### src/rtl/regfile_write_arbiter.sv
// regfile_write_arbiter
//   Shares the single register-file write port between the core writeback
//   path (always highest priority) and an external I/O requester. I/O writes
//   are buffered in a small circular FIFO and drained on cycles where the
//   core is not writing. If the core keeps the FIFO blocked for MAX_WAIT
//   consecutive cycles, the core is frozen for one cycle to force a drain.
//
// Ports
//   clk, reset            : clock, synchronous active-high reset
//   core_we/wa/wd         : core writeback request
//   io_valid/ready/wa/wd  : I/O write request handshake
//   rf_we/wa/wd           : register-file write port (we3/wa3/wd3)
//   core_stall            : registered; holds the core PC for one cycle
//   fifo_count            : number of buffered I/O writes
module regfile_write_arbiter #(
   parameter int WIDTH    = 8,
   parameter int DEPTH    = 4,
   parameter int MAX_WAIT = 8
) (
   input  logic                     clk,
   input  logic                     reset,
   input  logic                     core_we,
   input  logic [3:0]               core_wa,
   input  logic [WIDTH-1:0]         core_wd,
   input  logic                     io_valid,
   output logic                     io_ready,
   input  logic [3:0]               io_wa,
   input  logic [WIDTH-1:0]         io_wd,
   output logic                     rf_we,
   output logic [3:0]               rf_wa,
   output logic [WIDTH-1:0]         rf_wd,
   output logic                     core_stall,
   output logic [$clog2(DEPTH):0]   fifo_count
);

   localparam int PW = $clog2(DEPTH);
   localparam int CW = PW + 1;
   localparam logic [7:0] MAX_WAIT_V = 8'(MAX_WAIT);

   typedef enum logic {RUN, STALL} state_t;

   state_t            state, state_next;
   logic [PW-1:0]     rd_ptr, wr_ptr;
   logic [CW-1:0]     count;
   logic [7:0]        starve, starve_next;
   logic [3:0]        mem_wa [DEPTH];
   logic [WIDTH-1:0]  mem_wd [DEPTH];

   logic              empty;
   logic              enq;
   logic              deq;

   assign empty      = (count == '0);
   assign io_ready   = (count != CW'(DEPTH));
   assign fifo_count = count;
   assign core_stall = (state == STALL);

   // r0 is hard-wired to zero, so writes to it are acknowledged but dropped.
   assign enq = io_valid && io_ready && (io_wa != 4'd0);

   // Arbitration, starve counter and next state
   always_comb begin
      rf_we       = 1'b0;
      rf_wa       = core_wa;
      rf_wd       = core_wd;
      deq         = 1'b0;
      state_next  = state;
      starve_next = starve;

      if (state == RUN) begin
         if (core_we) begin
            rf_we = 1'b1;
            if (!empty) begin
               starve_next = starve + 8'd1;
               if (starve_next == MAX_WAIT_V) begin
                  state_next = STALL;
               end
            end else begin
               starve_next = 8'd0;
            end
         end else if (!empty) begin
            rf_we       = 1'b1;
            rf_wa       = mem_wa[rd_ptr];
            rf_wd       = mem_wd[rd_ptr];
            deq         = 1'b1;
            starve_next = 8'd0;
         end else begin
            starve_next = 8'd0;
         end
      end else begin
         // Forced drain: the core's request this cycle is ignored. STALL is
         // only entered with a non-empty FIFO; the guard is defensive.
         rf_we       = !empty;
         rf_wa       = mem_wa[rd_ptr];
         rf_wd       = mem_wd[rd_ptr];
         deq         = !empty;
         starve_next = 8'd0;
         state_next  = RUN;
      end

      if (reset) begin
         rf_we = 1'b0;
      end
   end

   // State, pointers and occupancy
   always_ff @(posedge clk) begin
      if (reset) begin
         state  <= RUN;
         starve <= 8'd0;
         count  <= '0;
         rd_ptr <= '0;
         wr_ptr <= '0;
      end else begin
         state  <= state_next;
         starve <= starve_next;
         if (enq) begin
            wr_ptr <= wr_ptr + PW'(1);
         end
         if (deq) begin
            rd_ptr <= rd_ptr + PW'(1);
         end
         if (enq && !deq) begin
            count <= count + CW'(1);
         end else if (deq && !enq) begin
            count <= count - CW'(1);
         end
      end
   end

   // FIFO storage (data only, not reset)
   always_ff @(posedge clk) begin
      if (enq) begin
         mem_wa[wr_ptr] <= io_wa;
         mem_wd[wr_ptr] <= io_wd;
      end
   end

endmodule

### config.mk
export PLATFORM = sky130hd
export DESIGN_NAME = regfile_write_arbiter
export DESIGN_NICKNAME = d
export VERILOG_FILES = /design/src/rtl/regfile_write_arbiter.sv
export SDC_FILE = /design/constraint.sdc
export NUM_CORES = 1
export LEC_CHECK = 0
export BUFFER_PORTS_ARGS = -buffer_cell sky130_fd_sc_hd__buf_4
export CELL_PAD_IN_SITES_DETAIL_PLACEMENT = 1
export CELL_PAD_IN_SITES_GLOBAL_PLACEMENT = 1
export CORE_ASPECT_RATIO = 0.9
export CORE_MARGIN = 2
export CORE_UTILIZATION = 49
export CTS_CLUSTER_SIZE = 40
export DETAILED_ROUTE_END_ITERATION = 10
export PLACE_DENSITY_LB_ADDON = 0.1
export SYNTH_ARGS = -nofsm -noshare
export SYNTH_HDL_FRONTEND = slang
export SYNTH_SLANG_ARGS = --single-unit
### constraint.sdc
create_clock -name clk -period 6 [get_ports clk]
set_input_delay 0.3 -clock clk [delete_from_list [all_inputs] [get_ports clk]]
set_output_delay 0.3 -clock clk [all_outputs]
set_load 0.01 [all_outputs]
Word level (Yosys, flattened, before mapping):

Memory sizes are Yosys's and may differ from the RTL's. A register that Yosys moved wholly into a read port is not among the register bits.
Index checks and enable logic that the tools add are counted.

* RAM bits: 48
* memories: 2
* input port bits: 28
* output and inout port bits: 18
* register bits: 16

* muxes and demuxes: 21
* bitwise logic cells: 1
* eq/ne operators: 2
* reductions and logical operators: 11
* $add $sub $neg: 5

Memories
* mem_wd: depth 4, bits a word 8, rd ports 1, clocked after memory_dff 1, write ports 1, line 47 `logic [WIDTH-1:0] mem_wd [DEPTH];`
* mem_wa: depth 4, bits a word 4, rd ports 1, clocked after memory_dff 1, write ports 1, line 46 `logic [3:0] mem_wa [DEPTH];`

Operator list (count)
* 8-bit two-way mux: 3
* 4-bit two-way mux: 3
* 1-bit two-way mux: 9
* 8-bit by 1-bit adder with 8-bit output (second input constant): 1
* 8-bit by 4-bit == test with 1-bit output (second input constant): 1
* 2-bit two-way mux: 4
* 3-bit two-way mux: 2
* 2-bit by 1-bit adder with 2-bit output (second input constant): 2
* 1-bit logical AND: 4
* 4-bit nonzero test: 1
* 4-bit OR reduction: 1
* 3-bit by 1-bit adder with 3-bit output (second input constant): 1
* 1-bit zero test: 3
* 3-bit zero test: 1
* 3-bit != test (second input constant): 1
* 3-bit by 1-bit subtractor with 3-bit output (second input constant): 1
* 2-bit nonzero test: 1
* 1-bit NOT: 1

Logic depth before layout (Yosys ltp):

* depth after elaboration: 7
* gate-level depth with buffers: 8

Worst setup path before layout:

Ideal clock, no wire load.

* path kind: register -> register
* start: register count[0], in the netlist fifo_count[0]
* end: register count[2], in the netlist fifo_count[2]
* setup time: 0.070 ns
* period minus slack after synthesis: 2.220 ns
* setup slack: 3.780 ns
* required time: 5.930 ns
* stages on the path, launching flop included: 9
* arrival: 2.150 ns
* path through: dfxtp_1 > nor2_1 > a21oi_1 > ha_1 > inv_1 > fa_1 > xor2_1 > or3_1 > a21oi_1

RTL lines
* from (decl): line 44 `logic [CW-1:0] count;`
* from (signal assigned): line 124 `count <= count + CW'(1);`
* from (signal assigned): line 126 `count <= count - CW'(1);`
* 3-bit != test *: line 54 `assign io_ready = (count != CW'(DEPTH));`
* 1-bit logical AND * (2 in series): line 59 `assign enq = io_valid && io_ready && (io_wa != 4'd0);`
* named net enq: line 50 `logic enq;`
* 1-bit zero test: line 125 `end else if (deq && !enq) begin`
* 1-bit logical AND: line 125
* 2-bit nonzero test (no source line)

Mark *: on every way through the listed nets, which the timed path passes. The rest lies on a longest branch. The select of a mux whose other input is x is not followed.
A chain may end at the register's enable or synchronous reset.

==> impl_metrics.yaml <==
run_status:
  outcome: "completed"
setup_path:
  r2r-end: "fifo_count[2]$_SDFFE_PP0P_"
  cp-start-kind: "register"
  slowest_stage: "dfxtp_1"
  reg2reg_slack_ns: 3.59
  cp_top_family: "multiplexers"
  path_cells: "mux4_2, mux2_2, buf_4"
  path_depth: 3
  path_buf_inv: 1
  r2r_start: "fifo_count[0]$_SDFFE_PP0P_"
  end_kind: "output pin"
  slowest_delay_ns: 0.85
  r2r_cells: 8
  crit_arrival_ns: 2.23
  crit_required_ns: 5.70
  critPathKind: "reg -> out"
  critPathMaxFanout: 12
synthesis:
  ys_seq_area_share_pct: 65.96
  synth_edf_count: 48
  syn_nets: 205
  ys.flop_type: "edfxtp_1"
  ys_ff_latch: 66
  synthArstFlopShare_pct: 0
  synth_cells: 169
  synth_area_per_cell_um2: 16.16
  synth.distinct_cells: 31
  yosys_warnings: 0
  netlist_area_um2: 2731
clock_network:
  cts_made_buffers: 9
  holdBufCountCts: 0
  cts_resized: 0
  path_clk_slew_ns: 0.07
  clock-sinks: 66
  clockRootBuffer: "clkbuf_8"
  cts_tree: "done"
  cts_buffer_depth: 2
  clk_latency_ns: 0.33
  post-cts-setup-buffer-count: 0
  cts.htree.levels: 3
power_and_ir_drop:
  power.leakage_nw: 1.213
  ir_drop_mv: 0.1853
  power_density_nw_per_um2: 382.2
hold_path:
  hold_start: "io_wd[2]"
  holdPathEnd: "mem_wd[0][2]$_DFFE_PP_"
  hold_path.class: "in -> reg"
  min_path_cells: 1
sta:
  clock.fmax_mhz: 395.7
  min_period_over_period_pct: 42.12
  max_slew.worst_pin.slew_ns: 0.8093
  hold_viol: 0
  rsz0062_at_grt: "no"
  setup_violations: 0
  timing.slew.headroom_pct: 45.97
  setup_slack_ns: 3.473
  timing.final.crit_period_ns: 2.527
  fin_worst_skew_ns: 0.007542
  drv_slew: 0
  tns_ns: 0
grt:
  grt_max_degree: 13
  overflow: 0
  grt_pass1_wl_mm: 8.659
  antenna_found_initial: 0
  grt_pass1_vias: 1733
  grt_usage_pct: 20.63
detailed_routing:
  vias: 1587
  initialDrtViolationCount: 47
  drc_errors: 0
  avgViaCountPerCell: 5.416
  totalWireLength_mm: 5.613
  ant_nets: 0
  route.detailed.wl_per_inst_um: 19.16
  drt_first_pass_iters: 4
layout:
  final_cell_count_no_fill: 293
  final_common_cell: "edfxtp_1"
  antenna_cells: 0
  nets: 257
  area_growth_pct: 21.58
  final_cell_mix: "edfxtp_1, buf_4, dfxtp_1"
  drive_gt1_share_pct: 38.05
  utilization_pct: 62.45
placement:
  portBuffers: 45
  place_ws_ns: 3.592
  gp_congestion: 0.6695
  dp_hpwl_mm: 4.040
  place_inst: 277
die:
  die_w_um: 82.70
  design.core.area_um2: 5318
  num_io_pins: 46
  die_y_um: 74.83
  die_area_um2: 6188
  start_util_pct: 51.36
  rows: 25
run:
  maxCapViolations: 0
[Yosys cell counts, types with 2 or more instances]
master	n	area share, %
edfxtp_1	48	53
mux4_2	12	9.9
nor2_1	16	2.2
ha_1	7	3.2
nand2_1	5	0.69
mux2i_1	2	0.73
dfxtp_1	18	13
and2_1	4	0.92
inv_1	4	0.55
xor2_1	6	1.9
nand3_1	3	0.55
mux2_2	12	4.9
buf_2	4	0.73
or3_1	4	0.92
xnor2_1	3	0.96
a21oi_1	5	0.92
o21ai_0	2	0.37
[power by group]
part	total, mW	switching (mW)	internal (mW)
registers	0.603	0.0554	0.547
logic	0.324	0.141	0.183
clock network	0.343	0.157	0.186
[worst register-to-register path, delay by kind of cell, from the launching register on]
kind            cells  cell delay, ns
fa+ha+maj           2            0.66
compound gates      2            0.61
flops               1            0.46
simple gates        2            0.40
xor+xnor            1            0.16
buf+inv             1            0.06
[cell families after synthesis]
kind of cell / synth area share [%]
flops: 65.96
mux: 15.57
xor+xnor: 2.886
simple gates: 7.467
buf+inv: 1.420
compound gates: 2.749
fa+ha+maj: 3.939
[cell type report]
cell class / count / area, µm²
fillers: 499 / 1997
repair buffers: 46 / 345.3
well taps: 67 / 83.83
inverters: 4 / 15.01
flip-flops and latches: 66 / 1802
clock buffers: 14 / 173.9
clock inverters: 2 / 10.01
multi-input cells: 94 / 890.9
[stage by stage]
step                hold WS, ns  power (mW)  area, µm²
finish                   0.1627       1.269       3321
global route             0.1498       1.336       3321
CTS                      0.1509       1.287       3321
detailed placement       0.4960      0.9454       3137
global placement         0.4554      0.9204       3137
floorplan                0.3989      0.8107       2731
[sequential cells by signal (all words and copies together), names as in the netlist, named ones only]
signal / flops
core_stall: 1
rd_ptr: 2
mem_wd: 32
mem_wa: 16
wr_ptr: 2
fifo_count: 3
starve: 8
[layer usage]
metal | vias to the layer above | global-route usage (%) | routed length [µm]
met5 | - | 0 | 0
met4 | 0 | 6.011 | 72
met3 | 6 | 6.835 | 242
met2 | 35 | 37.19 | 3030
met1 | 802 | 23.51 | 2269
li1 | 744 | - | -
[how the worst max path moves through the flow]
stage	slack, ns	start	endpoint
floorplan	3.78	fifo_count[0]$_SDFFE_PP0P_	fifo_count[2]$_SDFFE_PP0P_
global placement	3.74	fifo_count[0]$_SDFFE_PP0P_	fifo_count[2]$_SDFFE_PP0P_
detailed placement	3.59	fifo_count[0]$_SDFFE_PP0P_	fifo_count[2]$_SDFFE_PP0P_
CTS	3.37	register	rf_wd[4]
global route	3.27	register	rf_wd[4]
finish	3.47	register	rf_wd[4]
Power figures use the tool's default switching activity.
